--- src/rtl/ingress_port.sv ---
// ingress_port: receive side of one switch port.
// Buffers single-beat packets in a small FIFO, decodes the destination field
// of the head packet, and raises a one-hot request to that destination's
// arbiter. On a matching grant the head packet (on data_out) is popped.
//
// Ports:
//   clk, rst_n            clock, synchronous active-low reset
//   valid_in, data_in     incoming packet (accepted when in_ready)
//   in_ready              FIFO can accept (== !full)
//   req_out               one-hot request to the destination arbiter
//   grant_in              one-hot grants from the arbiters
//   data_out              head packet, '0 when empty
//   pop_out               high in the cycle the head packet is taken
//   fifo_count/empty/full occupancy status
//
// Optional build macro INGRESS_DROP_CNT_EN adds:
//   drop_cnt [15:0]       saturating count of pushes dropped while full
//   drop_clr              clears drop_cnt (priority over increment)

package packet_pkg;
  localparam int unsigned DATA_WIDTH = 16;
  localparam int unsigned ADDR_WIDTH = 4;
endpackage

module ingress_port
  import packet_pkg::*;
#(
  parameter int unsigned FIFO_DEPTH = 4,
  parameter int unsigned DEST_LSB   = 0
) (
  input  logic                          clk,
  input  logic                          rst_n,
  input  logic                          valid_in,
  input  logic [DATA_WIDTH-1:0]         data_in,
  output logic                          in_ready,
  output logic [ADDR_WIDTH-1:0]         req_out,
  input  logic [ADDR_WIDTH-1:0]         grant_in,
  output logic [DATA_WIDTH-1:0]         data_out,
  output logic                          pop_out,
  output logic [$clog2(FIFO_DEPTH):0]   fifo_count,
  output logic                          empty,
  output logic                          full
`ifdef INGRESS_DROP_CNT_EN
  ,
  output logic [15:0]                   drop_cnt,
  input  logic                          drop_clr
`endif
);

  localparam int unsigned PW = $clog2(ADDR_WIDTH);
  localparam int unsigned AW = $clog2(FIFO_DEPTH);
  localparam int unsigned CW = AW + 1;

  typedef enum logic {
    S_IDLE    = 1'b0,
    S_REQUEST = 1'b1
  } state_t;

  state_t                r_state;
  state_t                w_state_nxt;
  logic [DATA_WIDTH-1:0] r_mem [FIFO_DEPTH];
  logic [AW-1:0]         r_wr_ptr;
  logic [AW-1:0]         r_rd_ptr;
  logic [CW-1:0]         r_count;
  logic [CW-1:0]         w_count_nxt;
  logic                  w_full;
  logic                  w_empty;
  logic                  w_push;
  logic                  w_pop;
  logic [PW-1:0]         w_dest;

  // Status; in_ready is taken from the pre-pop occupancy.
  assign w_full     = (r_count == CW'(FIFO_DEPTH));
  assign w_empty    = (r_count == '0);
  assign full       = w_full;
  assign empty      = w_empty;
  assign in_ready   = !w_full;
  assign fifo_count = r_count;

  assign w_push   = valid_in && !w_full;
  // Gated by rst_n so a reset mid-request never reports a pop.
  assign w_pop    = rst_n && !w_empty && (r_state == S_REQUEST) && ((grant_in & req_out) != '0);
  assign pop_out  = w_pop;

  assign data_out = w_empty ? '0 : r_mem[r_rd_ptr];
  assign w_dest   = data_out[DEST_LSB +: PW];

  // Next occupancy.
  always_comb begin
    w_count_nxt = r_count;
    case ({w_push, w_pop})
      2'b10:   w_count_nxt = r_count + CW'(1);
      2'b01:   w_count_nxt = r_count - CW'(1);
      default: w_count_nxt = r_count;
    endcase
  end

  // Next state and request decode.
  always_comb begin
    w_state_nxt = r_state;
    req_out     = '0;
    case (r_state)
      S_IDLE: begin
        if (!w_empty) w_state_nxt = S_REQUEST;
      end
      S_REQUEST: begin
        req_out = ADDR_WIDTH'(1) << w_dest;
        if (w_pop && (w_count_nxt == '0)) w_state_nxt = S_IDLE;
      end
      default: w_state_nxt = S_IDLE;
    endcase
  end

  // State, pointers and occupancy.
  always_ff @(posedge clk) begin
    if (!rst_n) begin
      r_state  <= S_IDLE;
      r_wr_ptr <= '0;
      r_rd_ptr <= '0;
      r_count  <= '0;
    end else begin
      r_state <= w_state_nxt;
      r_count <= w_count_nxt;
      if (w_push) r_wr_ptr <= r_wr_ptr + AW'(1);
      if (w_pop)  r_rd_ptr <= r_rd_ptr + AW'(1);
    end
  end

  // Packet storage; contents are don't-care until written.
  always_ff @(posedge clk) begin
    if (rst_n && w_push) r_mem[r_wr_ptr] <= data_in;
  end

`ifdef INGRESS_DROP_CNT_EN
  logic [15:0] r_drop_cnt;

  // Saturating drop counter.
  always_ff @(posedge clk) begin
    if (!rst_n) begin
      r_drop_cnt <= '0;
    end else if (drop_clr) begin
      r_drop_cnt <= '0;
    end else if (valid_in && w_full && (r_drop_cnt != 16'hFFFF)) begin
      r_drop_cnt <= r_drop_cnt + 16'd1;
    end
  end

  assign drop_cnt = r_drop_cnt;
`endif

endmodule

--- config.mk ---
export PLATFORM = sky130hd
export DESIGN_NAME = ingress_port
export DESIGN_NICKNAME = d
export VERILOG_FILES = /design/src/rtl/ingress_port.sv
export SDC_FILE = /design/constraint.sdc
export NUM_CORES = 1
export LEC_CHECK = 0
export ABC_AREA = 1
export BUFFER_PORTS_ARGS = -buffer_cell sky130_fd_sc_hd__buf_2
export CORE_ASPECT_RATIO = 0.8
export CORE_MARGIN = 2
export CORE_UTILIZATION = 40
export DETAILED_ROUTE_END_ITERATION = 6
export PLACE_DENSITY = 0.7
export SLEW_MARGIN = 20
export SYNTH_ARGS = -nofsm -noshare
export SYNTH_HDL_FRONTEND = slang
export SYNTH_SLANG_ARGS = --single-unit
--- constraint.sdc ---
create_clock -name clk -period 2.71 [get_ports clk]
set_input_delay 0.4065 -clock clk [delete_from_list [all_inputs] [get_ports clk]]
set_output_delay 0.4065 -clock clk [all_outputs]
set_load 0.01 [all_outputs]
---- After elaboration in Yosys (flattened, before gate mapping) ----
Memories as Yosys holds them, arrays and structs flattened. A register that Yosys moved wholly into a read port is not among the register bits.
Cells that the tools add are included.
cells by class
  add/sub/neg operators ................... 4
  equal/unequal tests ..................... 3
  shift operators ......................... 1
  multiplexer cells ....................... 10
  bitwise gates (word level) .............. 2
  reduce and logical (&&, ||, !) cells .... 11
operator list
  kind                                              count
  two-way mux 16 bit                                1
  logical AND 1 bit                                 6
  logical NOT 3 bit                                 2
  one-hot mux 3 bit (2 select lines)                1
  adder 2 x 1 -> 2 bit, second input constant       2
  bitwise AND 4 bit                                 1
  two-way mux 1 bit                                 4
  two-way mux 2 bit                                 2
  two-way mux 4 bit                                 1
  nonzero test 4 bit                                1
  << shifter 1 x 2 -> 4 bit, first input constant   1
  adder 3 x 1 -> 3 bit, second input constant       1
  == test 3 bit, second input constant              1
  subtractor 3 x 1 -> 3 bit, second input constant  1
  == test 2 x 1 -> 1 bit, second input constant     1
  == test 2 bit, second input constant              1
  logical NOT 1 bit                                 2
  one-hot mux 1 bit (2 select lines)                1
  NOT 1 bit                                         1
word-level totals
  bits in registers ....................... 8
  RAM bits ................................ 64
  input port bits ......................... 23
  output and inout bits ................... 27
  memories ................................ 1
memories
  name   depth  width  rd ports  clocked after memory_dff  wr ports  line  RTL
  r_mem  4      16     1         1                         1         61    logic [DATA_WIDTH-1:0] r_mem [FIFO_DEPTH];

---- Logic depth before layout (Yosys ltp) ----
  depth after elaboration ................. 13
  mapped depth ............................ 21

---- Least setup slack after synthesis ----
No wires, ideal clock.
  path kind ............................... flip-flop to flip-flop
  start ................................... register r_count[0], in the netlist fifo_count[0]
  end ..................................... register r_state
  library setup time ...................... 114 ps
  arrival ................................. 2518 ps
  setup slack ............................. 78 ps
  stages on the path, launching flop included .. 21
  path buffers ............................ 0
  period minus slack after synthesis ...... 2632 ps
  cells stage by stage .................... dfxtp_1 inv_1 nand3_2 nand3_1 inv_2 nand3_1 nor2_1 nor2_1 nand2_2 nand2_4 inv_1 ha_1 inv_1 fa_1 a21oi_1 o21ai_0 xor2_1 inv_1 nand3_1 o21bai_1 inv_1
between the ends
  cells in the longest elaborated chain, start to end .. 13
  elaborated cells between the ends (all ways) .. 23
  those cells by class .................... add/sub (2); eq/ne (3); shift (1); mux (6); bitwise (1); reduce/logical (10)
RTL lines
  element                                                         line  RTL
  start: declaration                                              64    logic [CW-1:0] r_count;
  start signal: assignment                                        123   r_count <= w_count_nxt;
  logical NOT 3 bit *                                             74    assign w_empty = (r_count == '0);
  two-way mux 16 bit *                                            85    assign data_out = w_empty ? '0 : r_mem[r_rd_ptr];
  net data_out[1]                                                 38    output logic [DATA_WIDTH-1:0] data_out,
  << shifter 1 x 2 -> 4 bit *                                     107   req_out = ADDR_WIDTH'(1) << w_dest;
  two-way mux 4 bit *                                             102   case (r_state)
  bitwise AND 4 bit *                                             82    assign w_pop = rst_n && !w_empty && (r_state == S_REQUEST) && ((grant_in & req_out) != '0);
  nonzero test 4 bit *                                            82
  logical AND 1 bit *                                             82
  net pop_out                                                     39    output logic pop_out,
  == test 2 x 1 -> 1 bit / == test 2 bit (equally long branches)  91    case ({w_push, w_pop})
  one-hot mux 3 bit (2 select lines)                              91
  logical NOT 3 bit                                               108   if (w_pop && (w_count_nxt == '0)) w_state_nxt = S_IDLE;
  logical AND 1 bit *                                             108
  two-way mux 1 bit *                                             108
  one-hot mux 1 bit (2 select lines) *                            102
  end signal: assignment                                          122   r_state <= w_state_nxt;
  end: declaration                                                59    state_t r_state;
Mark *: on every way through the listed nets, which the timed path passes. The rest lies on a longest branch.
A chain may end at the register's enable or synchronous reset.

==> out/metrics.csv <==
metric,value,unit
status,"finished, final reports clean",
dieArea,0.00849,mm^2
cpLargestDelayFamily,simple AND/OR/NAND/NOR gates,
antenna_found_initial,0,
worstSetupPathType,reg2reg,
r2r_end,r_state$_SDFF_PN0_,
core.rowCount,28,
p_sw_share,22.5,%
hold_violations,0,
p_switching,575,uW
power_density,652,mW/mm^2
ys_ff_latch,74,
synth_top_area_share,61.9,%
drc,0,
num_io_pins,50,
grt_max_degree,19,
clkPwrFrac,39.7,%
hpwl,4000,um
rr_worst_depth,21,
synth-edff-count,64,
slew_violations,0,
p_seq_share,50.4,%
path_buf_inv,6,
finalSetupViolCount,0,
p_int,1980,uW
path_common_cell,nand3_2,
fmax,378,MHz
cpMaxStageDelayCell,dfxtp_4,
ys_top_cells_by_count,"nor2_1, edfxtp_1, o21ai_0",
die_h,82.8,um
fin_crit,2.64,ns
worstMarginPinSlew,0.582,ns
drt_iter0_drc,121,
yosysUniqueCellTypes,23,
cts_made_buffers,9,
p_comb_share,9.9,%
wl,6390,um
crit_path_start_kind,register,
finalNetCount,382,
fp.coreArea,0.00746,mm^2
tritoncts,done,
worst-path-stages,21,
drive_above_1_share,32.7,%
drt_pass1_iterations,4,
r2r_slack,0.07,ns
min_to,r_mem[2][14]$_DFFE_PP_,
crit_path_end_kind,register,
ctsHoldBuffers,0,
worstPathArrival,2.89,ns
grt_first_pass_wirelength,9220,um
overflow,0,
peakVddDrop,0.000253,V
hp-start,data_in[14],
maxCapViolCount,0,
cts_buffer_depth,2,
start_util,41.6,%
crit_path_max_incr_delay,0.38,ns
synth_fp_nets,314,
p_leak,0.00162,uW
cts-root-buf,clkbuf_8,
ant_nets,0,
holdPathStages,1,
syn_area_per_cell,10.9,um^2
first_global_vias,1943,
holdWs,0.275,ns
synth_most_common_cell,nor2_1,
synth.largest_area_cell,edfxtp_1,
grt_usage,14.8,%
synth.area.top_cells,"edfxtp_1, nor2_1, dfxtp_1",
num_vias,2197,
diodes,0,
clock_latency,0.34,ns
port_buffers,49,
ys_seq_area_share,68.4,%
synthArstFlopShare,0,%
wire_per_inst,13.8,um
yosys_warnings,0,
layout.filler_cells,616,
fin_crit_sh,97.5,%
cts_sinks,74,
cts_max_level,3,
worstPathRequired,2.95,ns
mappedNetlistArea,0.00310,mm^2
die_w,102,um
path_cells,inv_6 > nand2_1 > nand3_2 > nand3_2 > inv_2 > nand3_2 > nor2_1 > nor2_1 > nand2_2 > nand2_4 > inv_4 > ha_4 > inv_2 > fa_2 > a21oi_2 > o21ai_1 > xor2_1 > inv_1 > nand3_2 > o21bai_1 > inv_1,
crit_path_max_fanout,7,
synthFlopType,edfxtp_1,
postSynthCellCount,285,
areaGrowthSynthToFinish,26.2,%
finalClockSkew,0.00492,ns
finalSetupTns,0,ns
hp-class,in2reg,
slew_headroom,61.2,%
clkTransAtPathRegs,0.08,ns
gp_congestion,0.755,
vias_per_cell,4.75,
## power groups by stage
stage	Clock, uW	Combinational [uW]	Sequential (uW)
3_3_place_gp	0	214	1310
6_report	1010	252	1290
3_5_place_dp	0	220	1310
2_1_floorplan	0	122	1310
4_1_cts	1030	227	1290
5_1_grt	1070	278	1290
## worst max-delay path by stage
| stage | to | slack (ns) |
|---|---|---|
| final | r_state$_SDFF_PN0_ | 0.07 |
| after global routing | r_state$_SDFF_PN0_ | -0.11 |
| after CTS | r_state$_SDFF_PN0_ | 0.004 |
| after detailed placement | r_state$_SDFF_PN0_ | -0.07 |
| after global placement | r_state$_SDFF_PN0_ | 0.05 |
| after floorplan | r_state$_SDFF_PN0_ | 0.08 |
## registers in the layout (all words and copies together), names as in the netlist, named ones only
name        count
r_state         1
r_mem          64
r_wr_ptr        2
fifo_count      3
r_rd_ptr        2
## worst reg2reg max path, cell delays in order (launching register included)
cell	delay (ns)
dfxtp_4	0.38
inv_6	0.08
nand2_1	0.07
nand3_2	0.08
nand3_2	0.11
inv_2	0.08
nand3_2	0.08
nor2_1	0.12
nor2_1	0.07
nand2_2	0.10
nand2_4	0.07
inv_4	0.06
ha_4	0.11
inv_2	0.05
fa_2	0.38
a21oi_2	0.13
o21ai_1	0.08
xor2_1	0.14
inv_1	0.09
nand3_2	0.07
o21bai_1	0.13
inv_1	0.05
## kinds of logic (layout without fill, tap and decap cells)
logic type | count (synthesis) | in the layout | share of synthesized area [%]
xor+xnor | 3 | 3 | 0.847
simple gates | 106 | 106 | 14.0
compound gates | 52 | 52 | 8.59
fa+ha+maj | 6 | 6 | 2.66
buf+inv | 44 | 117 | 5.56
flops | 74 | 74 | 68.4
## placed cells by master (no fill, tap or decap), types with 5 or more instances in the layout
cell      count
inv_2         5
buf_4        18
buf_2        49
nor2_1       73
edfxtp_1     64
nand2_1       8
dfxtp_1       6
o21ai_0      31
nand2_2       8
inv_1        27
clkbuf_8      9
a21oi_1      16
nand3_2       8
## layout make-up
class / count / area [um^2] / share of cell area, %
tap: 105 / 131 / 3.35
clock buffer: 9 / 124 / 3.16
clock inverter: 7 / 116 / 2.97
multi-input combinational: 167 / 897 / 22.9
inverter: 34 / 135 / 3.45
sequential: 74 / 2130 / 54.4
timing repair buffer: 67 / 380 / 9.71
## metal layers
| metal | part of all wire, % | routed length (um) | vias to the layer above | track usage, % |
|---|---|---|---|---|
| li1 | - | - | 1091 | - |
| met4 | 2.0 | 129 | 0 | 8.13 |
| met1 | 42 | 2680 | 1032 | 17.8 |
| met2 | 50 | 3180 | 62 | 25.2 |
| met5 | 0 | 0 | - | 0 |
| met3 | 6.2 | 395 | 12 | 3.18 |
## through the flow
stage	setup slack, ns	power (uW)	util (%)	cells	instance area, um^2
after floorplan	0.0785	1430	-	285	3100
after global placement	0.0541	1530	47.3	441	3530
after detailed placement	-0.0730	1530	47.3	441	3530
after CTS	0.00401	2540	50.9	458	3800
after global routing	-0.105	2640	52.5	463	3920
final	0.0664	2550	52.5	463	3920
## timing repair
action	CTS	global route
pin swaps	0	15
resized for setup	8	27
setup buffers	1	5
endpoints found under the setup margin	1	2
(Power assumes the default switching activity.)
